$ cat src/rtl/game_pkg.sv
// Shared game definitions: screen geometry, coordinate widths, colour
// constants and the enemy sprite renderer state encoding.
package game_pkg;

   localparam int SCREEN_W = 160;
   localparam int SCREEN_H = 120;

   localparam int X_W    = 8;
   localparam int Y_W    = 7;
   localparam int COL_W  = 3;
   // Sprite dimensions are limited to 8, so scan counters fit in 3 bits.
   localparam int SCAN_W = 3;

   localparam logic [COL_W-1:0] COL_BLACK   = 3'b000;
   localparam logic [COL_W-1:0] COL_BLUE    = 3'b001;
   localparam logic [COL_W-1:0] COL_GREEN   = 3'b010;
   localparam logic [COL_W-1:0] COL_CYAN    = 3'b011;
   localparam logic [COL_W-1:0] COL_RED     = 3'b100;
   localparam logic [COL_W-1:0] COL_MAGENTA = 3'b101;
   localparam logic [COL_W-1:0] COL_YELLOW  = 3'b110;
   localparam logic [COL_W-1:0] COL_WHITE   = 3'b111;

   typedef enum logic [1:0] {
      ST_IDLE   = 2'd0,
      ST_ERASE  = 2'd1,
      ST_DRAW   = 2'd2,
      ST_FINISH = 2'd3
   } render_state_t;

   // Pixel sums are one bit wider than the screen coordinates so that a
   // sprite hanging off the right or bottom edge is clipped, not wrapped.
   function automatic logic on_screen(input logic [X_W:0] sum_x,
                                      input logic [Y_W:0] sum_y);
      return (sum_x < (X_W+1)'(SCREEN_W)) && (sum_y < (Y_W+1)'(SCREEN_H));
   endfunction

endpackage

$ cat src/rtl/enemy_sprite_renderer_if.sv
// Bundle between the enemy datapath (position updates), the renderer and
// the VGA adapter pixel-plot port.
//
// Handshake: enemy_done is a single-cycle valid pulse with no ready; the
// coordinates and colour are only meaningful in the cycle enemy_done is high.
// The renderer always accepts: an update arriving while it is busy replaces
// any earlier queued update. vga_plot is a write strobe, one pixel per cycle,
// and vga_x/vga_y/vga_colour are valid whenever vga_plot is high.
interface enemy_sprite_renderer_if;
   import game_pkg::*;

   logic [X_W-1:0]   enemy_x;
   logic [Y_W-1:0]   enemy_y;
   logic [COL_W-1:0] enemy_colour;
   logic             enemy_done;

   logic [X_W-1:0]   vga_x;
   logic [Y_W-1:0]   vga_y;
   logic [COL_W-1:0] vga_colour;
   logic             vga_plot;
   logic             busy;
   logic             draw_done;

   // Datapath / environment side.
   modport master (
      output enemy_x, enemy_y, enemy_colour, enemy_done,
      input  vga_x, vga_y, vga_colour, vga_plot, busy, draw_done
   );

   // Renderer side.
   modport slave (
      input  enemy_x, enemy_y, enemy_colour, enemy_done,
      output vga_x, vga_y, vga_colour, vga_plot, busy, draw_done
   );

endinterface

$ cat src/rtl/sprite_scan_counter.sv
// Row-major scan over a SPRITE_W x SPRITE_H box: dx advances every enabled
// cycle, dy advances when dx wraps. last flags the final pixel of the box.
module sprite_scan_counter
   import game_pkg::*;
#(
   parameter int SPRITE_W = 4,
   parameter int SPRITE_H = 4
) (
   input  logic              clk,
   input  logic              reset,
   input  logic              clear,
   input  logic              enable,
   output logic [SCAN_W-1:0] dx,
   output logic [SCAN_W-1:0] dy,
   output logic              last
);

   localparam logic [SCAN_W-1:0] DX_LAST = SCAN_W'(SPRITE_W - 1);
   localparam logic [SCAN_W-1:0] DY_LAST = SCAN_W'(SPRITE_H - 1);

   // Final pixel of the box.
   assign last = (dx == DX_LAST) && (dy == DY_LAST);

   // Scan counters; clear wins over enable so the FSM can restart a scan.
   always_ff @(posedge clk or negedge reset) begin
      if (!reset) begin
         dx <= '0;
         dy <= '0;
      end else if (clear) begin
         dx <= '0;
         dy <= '0;
      end else if (enable) begin
         if (dx == DX_LAST) begin
            dx <= '0;
            dy <= dy + 1'b1;
         end else begin
            dx <= dx + 1'b1;
         end
      end
   end

endmodule

$ cat src/rtl/enemy_sprite_renderer.sv
// Turns enemy position updates into VGA pixel writes: erase the sprite at
// its previous position with the background colour, then draw it at the new
// one. One registered pixel per clock; a single update may be queued while
// a render is in progress (latest update wins).
module enemy_sprite_renderer
   import game_pkg::*;
#(
   parameter int               SPRITE_W  = 4,
   parameter int               SPRITE_H  = 4,
   parameter logic [COL_W-1:0] BG_COLOUR = 3'b000
) (
   input  logic                   clk,
   input  logic                   reset,
   input  logic                   space_pressed,
   enemy_sprite_renderer_if.slave bus,
   output render_state_t          dbg_state
);

   render_state_t    state, state_d;

   logic [X_W-1:0]   old_x, new_x, pend_x;
   logic [Y_W-1:0]   old_y, new_y, pend_y;
   logic [COL_W-1:0] new_col, pend_col;
   logic             have_old;
   logic             pending;

   logic [SCAN_W-1:0] dx, dy;
   logic              scan_last;
   logic              scan_clear;
   logic              scan_en;

   logic              scanning;
   logic [X_W-1:0]    base_x;
   logic [Y_W-1:0]    base_y;
   logic [X_W:0]      sum_x;
   logic [Y_W:0]      sum_y;
   logic              in_view;

   sprite_scan_counter #(
      .SPRITE_W (SPRITE_W),
      .SPRITE_H (SPRITE_H)
   ) u_scan (
      .clk    (clk),
      .reset  (reset),
      .clear  (scan_clear),
      .enable (scan_en),
      .dx     (dx),
      .dy     (dy),
      .last   (scan_last)
   );

   // State register.
   always_ff @(posedge clk or negedge reset) begin
      if (!reset) begin
         state <= ST_IDLE;
      end else begin
         state <= state_d;
      end
   end

   // Next-state and scan-counter control; restart overrides everything.
   always_comb begin
      state_d    = state;
      scan_clear = 1'b0;
      scan_en    = 1'b0;
      unique case (state)
         ST_IDLE: begin
            if (bus.enemy_done) begin
               scan_clear = 1'b1;
               state_d    = have_old ? ST_ERASE : ST_DRAW;
            end
         end
         ST_ERASE: begin
            scan_en = 1'b1;
            if (scan_last) begin
               scan_clear = 1'b1;
               state_d    = ST_DRAW;
            end
         end
         ST_DRAW: begin
            scan_en = 1'b1;
            if (scan_last) begin
               scan_clear = 1'b1;
               state_d    = ST_FINISH;
            end
         end
         ST_FINISH: begin
            // A pulse landing in this cycle counts as queued and is the
            // newest update, so it chains straight into the next render.
            if (pending || bus.enemy_done) begin
               scan_clear = 1'b1;
               state_d    = ST_ERASE;
            end else begin
               state_d = ST_IDLE;
            end
         end
         default: state_d = ST_IDLE;
      endcase
      if (space_pressed) begin
         scan_clear = 1'b1;
         state_d    = ST_IDLE;
      end
   end

   // Current pixel address and its clip test.
   always_comb begin
      scanning = (state == ST_ERASE) || (state == ST_DRAW);
      base_x   = (state == ST_ERASE) ? old_x : new_x;
      base_y   = (state == ST_ERASE) ? old_y : new_y;
      sum_x    = {1'b0, base_x} + {{(X_W+1-SCAN_W){1'b0}}, dx};
      sum_y    = {1'b0, base_y} + {{(Y_W+1-SCAN_W){1'b0}}, dy};
      in_view  = on_screen(sum_x, sum_y);
   end

   // Position bookkeeping, update queue and registered pixel outputs.
   always_ff @(posedge clk or negedge reset) begin
      if (!reset) begin
         old_x          <= '0;
         old_y          <= '0;
         new_x          <= '0;
         new_y          <= '0;
         new_col        <= '0;
         pend_x         <= '0;
         pend_y         <= '0;
         pend_col       <= '0;
         have_old       <= 1'b0;
         pending        <= 1'b0;
         bus.vga_x      <= '0;
         bus.vga_y      <= '0;
         bus.vga_colour <= '0;
         bus.vga_plot   <= 1'b0;
         bus.draw_done  <= 1'b0;
      end else if (space_pressed) begin
         // Game restart: forget the on-screen sprite and any queued update.
         have_old      <= 1'b0;
         pending       <= 1'b0;
         bus.vga_plot  <= 1'b0;
         bus.draw_done <= 1'b0;
      end else begin
         bus.vga_plot  <= scanning && in_view;
         bus.draw_done <= (state == ST_FINISH);
         if (scanning) begin
            bus.vga_x      <= sum_x[X_W-1:0];
            bus.vga_y      <= sum_y[Y_W-1:0];
            bus.vga_colour <= (state == ST_ERASE) ? BG_COLOUR : new_col;
         end
         unique case (state)
            ST_IDLE: begin
               if (bus.enemy_done) begin
                  new_x   <= bus.enemy_x;
                  new_y   <= bus.enemy_y;
                  new_col <= bus.enemy_colour;
               end
            end
            ST_DRAW: begin
               if (scan_last) begin
                  old_x    <= new_x;
                  old_y    <= new_y;
                  have_old <= 1'b1;
               end
            end
            ST_FINISH: begin
               pending <= 1'b0;
               if (bus.enemy_done) begin
                  new_x   <= bus.enemy_x;
                  new_y   <= bus.enemy_y;
                  new_col <= bus.enemy_colour;
               end else if (pending) begin
                  new_x   <= pend_x;
                  new_y   <= pend_y;
                  new_col <= pend_col;
               end
            end
            default: ;
         endcase
         // Updates during a scan overwrite the single queue slot.
         if (bus.enemy_done && scanning) begin
            pend_x   <= bus.enemy_x;
            pend_y   <= bus.enemy_y;
            pend_col <= bus.enemy_colour;
            pending  <= 1'b1;
         end
      end
   end

   assign bus.busy  = (state != ST_IDLE);
   assign dbg_state = state;

endmodule
$ cat src/flat_wrapper.sv
// flat-port wrapper written by rule: the top's interface ports become plain ports
module enemy_sprite_renderer_flat import game_pkg::*;
#(
   parameter int               SPRITE_W  = 4,
   parameter int               SPRITE_H  = 4,
   parameter logic [COL_W-1:0] BG_COLOUR = 3'b000
)
  (clk, reset, space_pressed, dbg_state, bus_enemy_x, bus_enemy_y, bus_enemy_colour, bus_enemy_done, bus_vga_x, bus_vga_y, bus_vga_colour, bus_vga_plot, bus_busy, bus_draw_done);
  enemy_sprite_renderer_if bus_i ();
  input  logic clk;
  input  logic reset;
  input  logic space_pressed;
  output render_state_t dbg_state;
  input wire logic [$bits(bus_i.enemy_x)-1:0] bus_enemy_x;
  input wire logic [$bits(bus_i.enemy_y)-1:0] bus_enemy_y;
  input wire logic [$bits(bus_i.enemy_colour)-1:0] bus_enemy_colour;
  input wire logic [$bits(bus_i.enemy_done)-1:0] bus_enemy_done;
  output wire logic [$bits(bus_i.vga_x)-1:0] bus_vga_x;
  output wire logic [$bits(bus_i.vga_y)-1:0] bus_vga_y;
  output wire logic [$bits(bus_i.vga_colour)-1:0] bus_vga_colour;
  output wire logic [$bits(bus_i.vga_plot)-1:0] bus_vga_plot;
  output wire logic [$bits(bus_i.busy)-1:0] bus_busy;
  output wire logic [$bits(bus_i.draw_done)-1:0] bus_draw_done;
  assign bus_i.enemy_x = bus_enemy_x;
  assign bus_i.enemy_y = bus_enemy_y;
  assign bus_i.enemy_colour = bus_enemy_colour;
  assign bus_i.enemy_done = bus_enemy_done;
  assign bus_vga_x = bus_i.vga_x;
  assign bus_vga_y = bus_i.vga_y;
  assign bus_vga_colour = bus_i.vga_colour;
  assign bus_vga_plot = bus_i.vga_plot;
  assign bus_busy = bus_i.busy;
  assign bus_draw_done = bus_i.draw_done;
  enemy_sprite_renderer #(.SPRITE_W(SPRITE_W), .SPRITE_H(SPRITE_H), .BG_COLOUR(BG_COLOUR)) u_core (.clk(clk), .reset(reset), .space_pressed(space_pressed), .bus(bus_i), .dbg_state(dbg_state));
endmodule
$ cat config.mk
export PLATFORM = sky130hd
export DESIGN_NAME = enemy_sprite_renderer_flat
export DESIGN_NICKNAME = d
export VERILOG_FILES = /design/src/rtl/game_pkg.sv /design/src/rtl/enemy_sprite_renderer_if.sv /design/src/rtl/sprite_scan_counter.sv /design/src/rtl/enemy_sprite_renderer.sv /design/src/flat_wrapper.sv
export SDC_FILE = /design/constraint.sdc
export NUM_CORES = 1
export LEC_CHECK = 0
export ABC_AREA = 0
export BUFFER_PORTS_ARGS = -buffer_cell sky130_fd_sc_hd__buf_2
export CAP_MARGIN = 25
export CELL_PAD_IN_SITES_DETAIL_PLACEMENT = 0
export CELL_PAD_IN_SITES_GLOBAL_PLACEMENT = 2
export CORE_MARGIN = 2
export CORE_UTILIZATION = 35
export CTS_CLUSTER_DIAMETER = 80
export DETAILED_ROUTE_END_ITERATION = 7
export PLACE_DENSITY_LB_ADDON = 0.1
export SLEW_MARGIN = 20
export SYNTH_ARGS = -nofsm -noshare
export SYNTH_HDL_FRONTEND = slang
export SYNTH_SLANG_ARGS = --single-unit
export TNS_END_PERCENT = 1
$ cat constraint.sdc
create_clock -name clk -period 3.3 [get_ports clk]
set_input_delay 0 -clock clk [delete_from_list [all_inputs] [get_ports clk]]
set_output_delay 0 -clock clk [all_outputs]
set_load 0.01 [all_outputs]
Yosys cells after proc, flatten, opt, wreduce, memory -nomap -nowiden
Index checks and enable logic that the tools add are counted.
{"block": "word_totals", "ff_bits": 81, "output_inout_bits": 23, "elab_cells": 99, "in_bits": 22}
{"block": "op_classes", "n_reduce_logical": 22, "n_eq_ne": 10, "add_sub_neg": 4, "n_lt_le_gt_ge": 2, "n_bitwise": 1, "n_mux": 42}
{"cell": "8-bit two-way mux", "count": 4}
{"cell": "3-bit two-way mux", "count": 10}
{"cell": "7-bit two-way mux", "count": 4}
{"cell": "8-bit case mux with 2 select lines", "count": 1}
{"cell": "1-bit two-way mux", "count": 14}
{"cell": "7-bit case mux with 2 select lines", "count": 1}
{"cell": "2-bit nonzero test", "count": 6}
{"cell": "2-bit two-way mux", "count": 5}
{"cell": "8-bit by 3-bit adder with 9-bit output", "count": 1}
{"cell": "9-bit by 8-bit less-than comparator with 1-bit output, second input constant", "count": 1}
{"cell": "3-bit by 2-bit != test with 1-bit output, second input constant", "count": 3}
{"cell": "7-bit by 3-bit adder with 8-bit output", "count": 1}
{"cell": "8-bit by 7-bit less-than comparator with 1-bit output, second input constant", "count": 1}
{"cell": "2-bit case mux with 4 select lines", "count": 1}
{"cell": "2-bit AND reduction", "count": 4}
{"cell": "3-bit by 1-bit adder with 3-bit output, second input constant", "count": 2}
{"cell": "3-bit by 2-bit == test with 1-bit output, second input constant", "count": 2}
{"cell": "3-bit case mux with 2 select lines", "count": 1}
{"cell": "3-bit AND reduction", "count": 2}
{"cell": "2-bit == test, second input constant", "count": 2}
{"cell": "1-bit logical AND", "count": 4}
{"cell": "4-bit AND reduction", "count": 1}
{"cell": "3-bit != test, second input constant", "count": 1}
{"cell": "1-bit case mux with 3 select lines", "count": 1}
{"cell": "other kinds (7)", "count": 8}

Longest topological paths before layout
{"block": "logic_depth", "word_depth": 7, "mapped_depth": 14, "ltp_nobuf": 11}

By module
A second synthesis with hierarchy kept.
{"block": "unflattened", "cells_unflattened": 346, "hier_area_um2": 3987.6}
{"module": "enemy_sprite_renderer", "n_inst": 1, "area_per_inst_um2": 3674.8, "cells_per_inst": 318}
{"module": "sprite_scan_counter", "n_inst": 1, "area_per_inst_um2": 312.8, "cells_per_inst": 28}

Least setup slack after synthesis
No wires, ideal clock.
{"block": "synth_path", "path_type": "flip-flop to flip-flop", "start": "register u_core.state[1] (netlist: u_core.dbg_state[1])", "end": "register u_core.bus.vga_plot", "synth_period_minus_slack_ns": 3.006, "arrival_ns": 2.884, "slack_ns": 0.294, "stages_incl_launch_ff": 14, "cell_sequence": "dfrtp_1 inv_1 ha_1 buf_6 buf_2 buf_2 mux2_2 ha_1 fa_1 a21oi_1 a211oi_2 xnor2_1 nor2_1 o221a_2"}
{"block": "synth_between", "elab_chain_cells": 7}
{"item": "start: declaration", "line_no": "enemy_sprite_renderer.sv:19", "source": "render_state_t state, state_d;"}
{"item": "start signal: assignment", "line_no": "enemy_sprite_renderer.sv:57", "source": "state <= state_d;"}
{"item": "2-bit by 1-bit == test with 1-bit output", "line_no": "enemy_sprite_renderer.sv:107, enemy_sprite_renderer.sv:108, enemy_sprite_renderer.sv:109"}
{"item": "8-bit two-way mux / 7-bit two-way mux (equally long branches)", "line_no": "enemy_sprite_renderer.sv:108, enemy_sprite_renderer.sv:109"}
{"item": "8-bit by 3-bit adder with 9-bit output / 7-bit by 3-bit adder with 8-bit output (equally long branches)", "line_no": "enemy_sprite_renderer.sv:110, enemy_sprite_renderer.sv:111"}
{"item": "9-bit by 8-bit less-than comparator with 1-bit output / 8-bit by 7-bit less-than comparator with 1-bit output (equally long branches)", "line_no": "game_pkg.sv:34", "source": "return (sum_x < (X_W+1)'(SCREEN_W)) && (sum_y < (Y_W+1)'(SCREEN_H));"}
{"item": "1-bit logical AND", "line_no": "game_pkg.sv:34"}
{"item": "1-bit logical AND (*)", "line_no": "enemy_sprite_renderer.sv:140", "source": "bus.vga_plot <= scanning && in_view;"}
{"item": "1-bit two-way mux (*)", "line_no": "enemy_sprite_renderer.sv:133", "source": "end else if (space_pressed) begin"}
{"item": "end signal: assignment", "line_no": "enemy_sprite_renderer.sv:140"}
{"item": "end: declaration", "line_no": "enemy_sprite_renderer_if.sv:33", "source": "output vga_x, vga_y, vga_colour, vga_plot, busy, draw_done"}
Mark *: on every way between the ends. The rest lies on a longest branch, timed or not.
A chain may end at the register's enable or synchronous reset.

Final worst setup path
Same ends and word-level chain as after synthesis.

==> metrics.csv <==
metric,value,unit
grtUsageTotal,14.7,%
synth_flop_cell,dfrtp_1,
via_count,2696,
slowest_delay,410,ps
die_y,112,um
wire_per_inst,14.6,um
instances_no_fill,568,
coreArea,11400,um2
clkTransAtPathRegs,60,ps
std_cell_rows,39,
numPortBuffers,44,
yosysTopAreaCell,dfrtp_1,
fin_tns_setup,0,ps
start_kind,register,
power_density,805,nW/um2
dr.pass1.iters,4,
fin_ws,429,ps
die_width,112,um
drt-total-wl,8320,um
ys_ff_latch,81,
grt_pass1_wl,14300,um
grt.overflow.total,0,
synth_top_family_by_area,multiplexers,
finalWeightedCongestion,0.687,
antenna_cells,0,
dp_hpwl,5870,um
drive_gt1_share,27.1,%
num-fill-cells,1106,
h-tree-depth,3,
finalSetupViolations,0,
crit_chain,"inv_1, ha_1, mux2_2, ha_1, fa_1, a21oi_1, a211oi_2, xnor2_1, nor2_1, o221a_2",
die_area,12400,um2
finClkSkew,7.61,ps
ant_nets,0,
crit_type,register to register,
drt_iter0_markers,125,
dp_cells,533,
period_share,87.0,%
rsz0062_at_grt,false,
clock_sinks,81,
pre_cts_ws,464,ps
synthMuxAreaShare,17.4,%
numCtsBuffers,9,
avgSynthCellArea,11.3,um2
viasPerCell,4.75,
clk_path_buf_depth,2,
drv_cap,0,
crit_buf_inv,1,
synth_edf_count,0,
synth_area,4050,um2
syn2layout_area_growth,21.7,%
worstPathRequired,3530,ps
yosysUniqueCellTypes,47,
synthCells,358,
synth_top_area_share,50.1,%
syn_nets,396,
final_max_slew_viol_count,0,
p_leak,0.00243,uW
synthArstFlopShare,100,%
drcViolationCount,0,
clk_latency,340,ps
min_period,2870,ps
status,"complete, no violations",
regToRegSetupSlack,430,ps
io_pins,45,
finalPower,3960,uW
worst_pin_slew,827,ps
fmax,0.348,GHz
path_max_fanout,9,
cpMostUsedCell,ha_1,
cts_tree,built,
antenna_found_initial,0,
post_cts_buffers,0,
arrival,3100,ps
synth_xor_area_share,2.38,%
nets,458,
grt_max_degree,44,
synth_fa_ha_area_share,5.32,%
cp_slowest_cell,dfrtp_1,
synth-compound-area-share,10.8,%
ir_worst_vdd,0.319,mV
yosys_warnings,0,
first_global_vias,2705,
hold_viol,0,
min_path_type,input pin to register,
yosysSeqAreaShare,50.1,%
yosys-top-cells-area,"dfrtp_1, mux2_2, mux2i_1",
maxSlewHeadroom,44.8,%
cp-end-kind,register,
start_util,35.6,%
cts_root_buf,clkbuf_16,
cp_top_family,adder cells,
synthSimpleGateAreaFrac,10.3,%
power by group:
part / internal, uW / switching (uW)
Combinational: 590 / 728
Clock: 684 / 413
Sequential: 1330 / 218
Total: 2600 / 1360
flip-flops by register name (all words and copies together), names as in the netlist, 2 cells and up:
| signal | cells |
|---|---|
| u_core.new_y | 7 |
| u_core.bus.vga_y | 7 |
| u_core.pend_col | 3 |
| u_core.dbg_state | 2 |
| u_core.old_x | 8 |
| u_core.pend_y | 7 |
| u_core.bus.vga_colour | 3 |
| u_core.bus.vga_x | 8 |
| u_core.new_col | 3 |
| u_core.u_scan.dy | 3 |
| u_core.pend_x | 8 |
| u_core.u_scan.dx | 3 |
| u_core.new_x | 8 |
| u_core.old_y | 7 |
synth_stat cells (4+ instances only):
cell type	n
xnor2_1	6
buf_4	4
ha_1	14
nand2_1	51
inv_1	14
o21ai_0	32
nor2b_1	5
xor2_1	5
mux2_2	40
nand2b_1	6
nor2_1	9
dfrtp_1	81
clkbuf_1	6
nand3_1	5
nor3_1	4
buf_2	4
a21oi_1	13
mux2i_1	23
layout make-up:
type                    instances  area [um2]  area share (%)
clock buffers                  10         239            4.86
clock inverters                 6        88.8            1.80
inverters                      15        56.3            1.14
multi-input cells             246        1870            38.0
flip-flops and latches         81        2030            41.2
well taps                     143         179            3.63
repair buffers                 67         463            9.41
logic make-up (layout without fill, tap and decap cells):
group           after synthesis  in the layout
fa+ha+maj                    16             16
mux                          64             64
flops                        81             81
xor+xnor                     11             11
compound gates               69             69
simple gates                 86             86
buf+inv                      31             98
placed cells by master, fill, tap and decap left out, types with 5 or more instances in the layout:
cell type,count
dfrtp_1,81
nand2_1,51
buf_2,43
mux2_2,40
o21ai_0,32
mux2i_1,23
dlygate4sd3_1,19
inv_1,14
ha_1,14
a21oi_1,13
nor2_1,9
clkbuf_16,9
xnor2_1,6
nor2b_1,5
nand3_1,5
nand2b_1,5
xor2_1,5
metrics by stage:
| step | hold slack, ps | cell area [um2] | utilization, % |
|---|---|---|---|
| global placement | 248 | 4370 | 38.5 |
| finish | 37.7 | 4920 | 43.3 |
| detailed placement | 34.7 | 4400 | 38.7 |
| floorplan | -296 | 4050 | - |
| global route | 39.7 | 4920 | 43.3 |
| CTS | 15.9 | 4920 | 43.3 |
per-layer routing:
metal | up-vias | wire, um | GRT usage [%]
met1 | 1269 | 4530 | 22.0
met5 | - | 0 | 0
met2 | 45 | 3320 | 20.2
li1 | 1369 | - | -
met3 | 13 | 268 | 3.05
met4 | 0 | 193 | 7.16
worst register-to-register path, cell delays in order (launching register included):
cell	delay, ps
dfrtp_1	410
inv_1	110
ha_1	400
mux2_2	390
ha_1	210
fa_1	400
a21oi_1	250
a211oi_2	100
xnor2_1	200
nor2_1	70
o221a_2	220
path summary, 6_finish.rpt:
kind,from,endpoint,depth (start not counted)
max in group asynchronous,reset,u_core.old_x[5],3
max,u_core.dbg_state[1],u_core.bus.vga_plot,10
min,space_pressed,u_core.bus.draw_done,2
max reg2reg,u_core.dbg_state[1],u_core.bus.vga_plot,10
min reg2reg,u_core.bus.vga_y[0],u_core.bus.vga_y[0],2
min in group asynchronous,reset,u_core.bus.vga_colour[1],2
repair_timing:
action | 4_1_cts | 5_1_grt
gates resized for setup | 0 | 0
hold buffers | 19 | 0
endpoints found under the hold margin | 74 | 0
(Power assumes the default switching activity.)
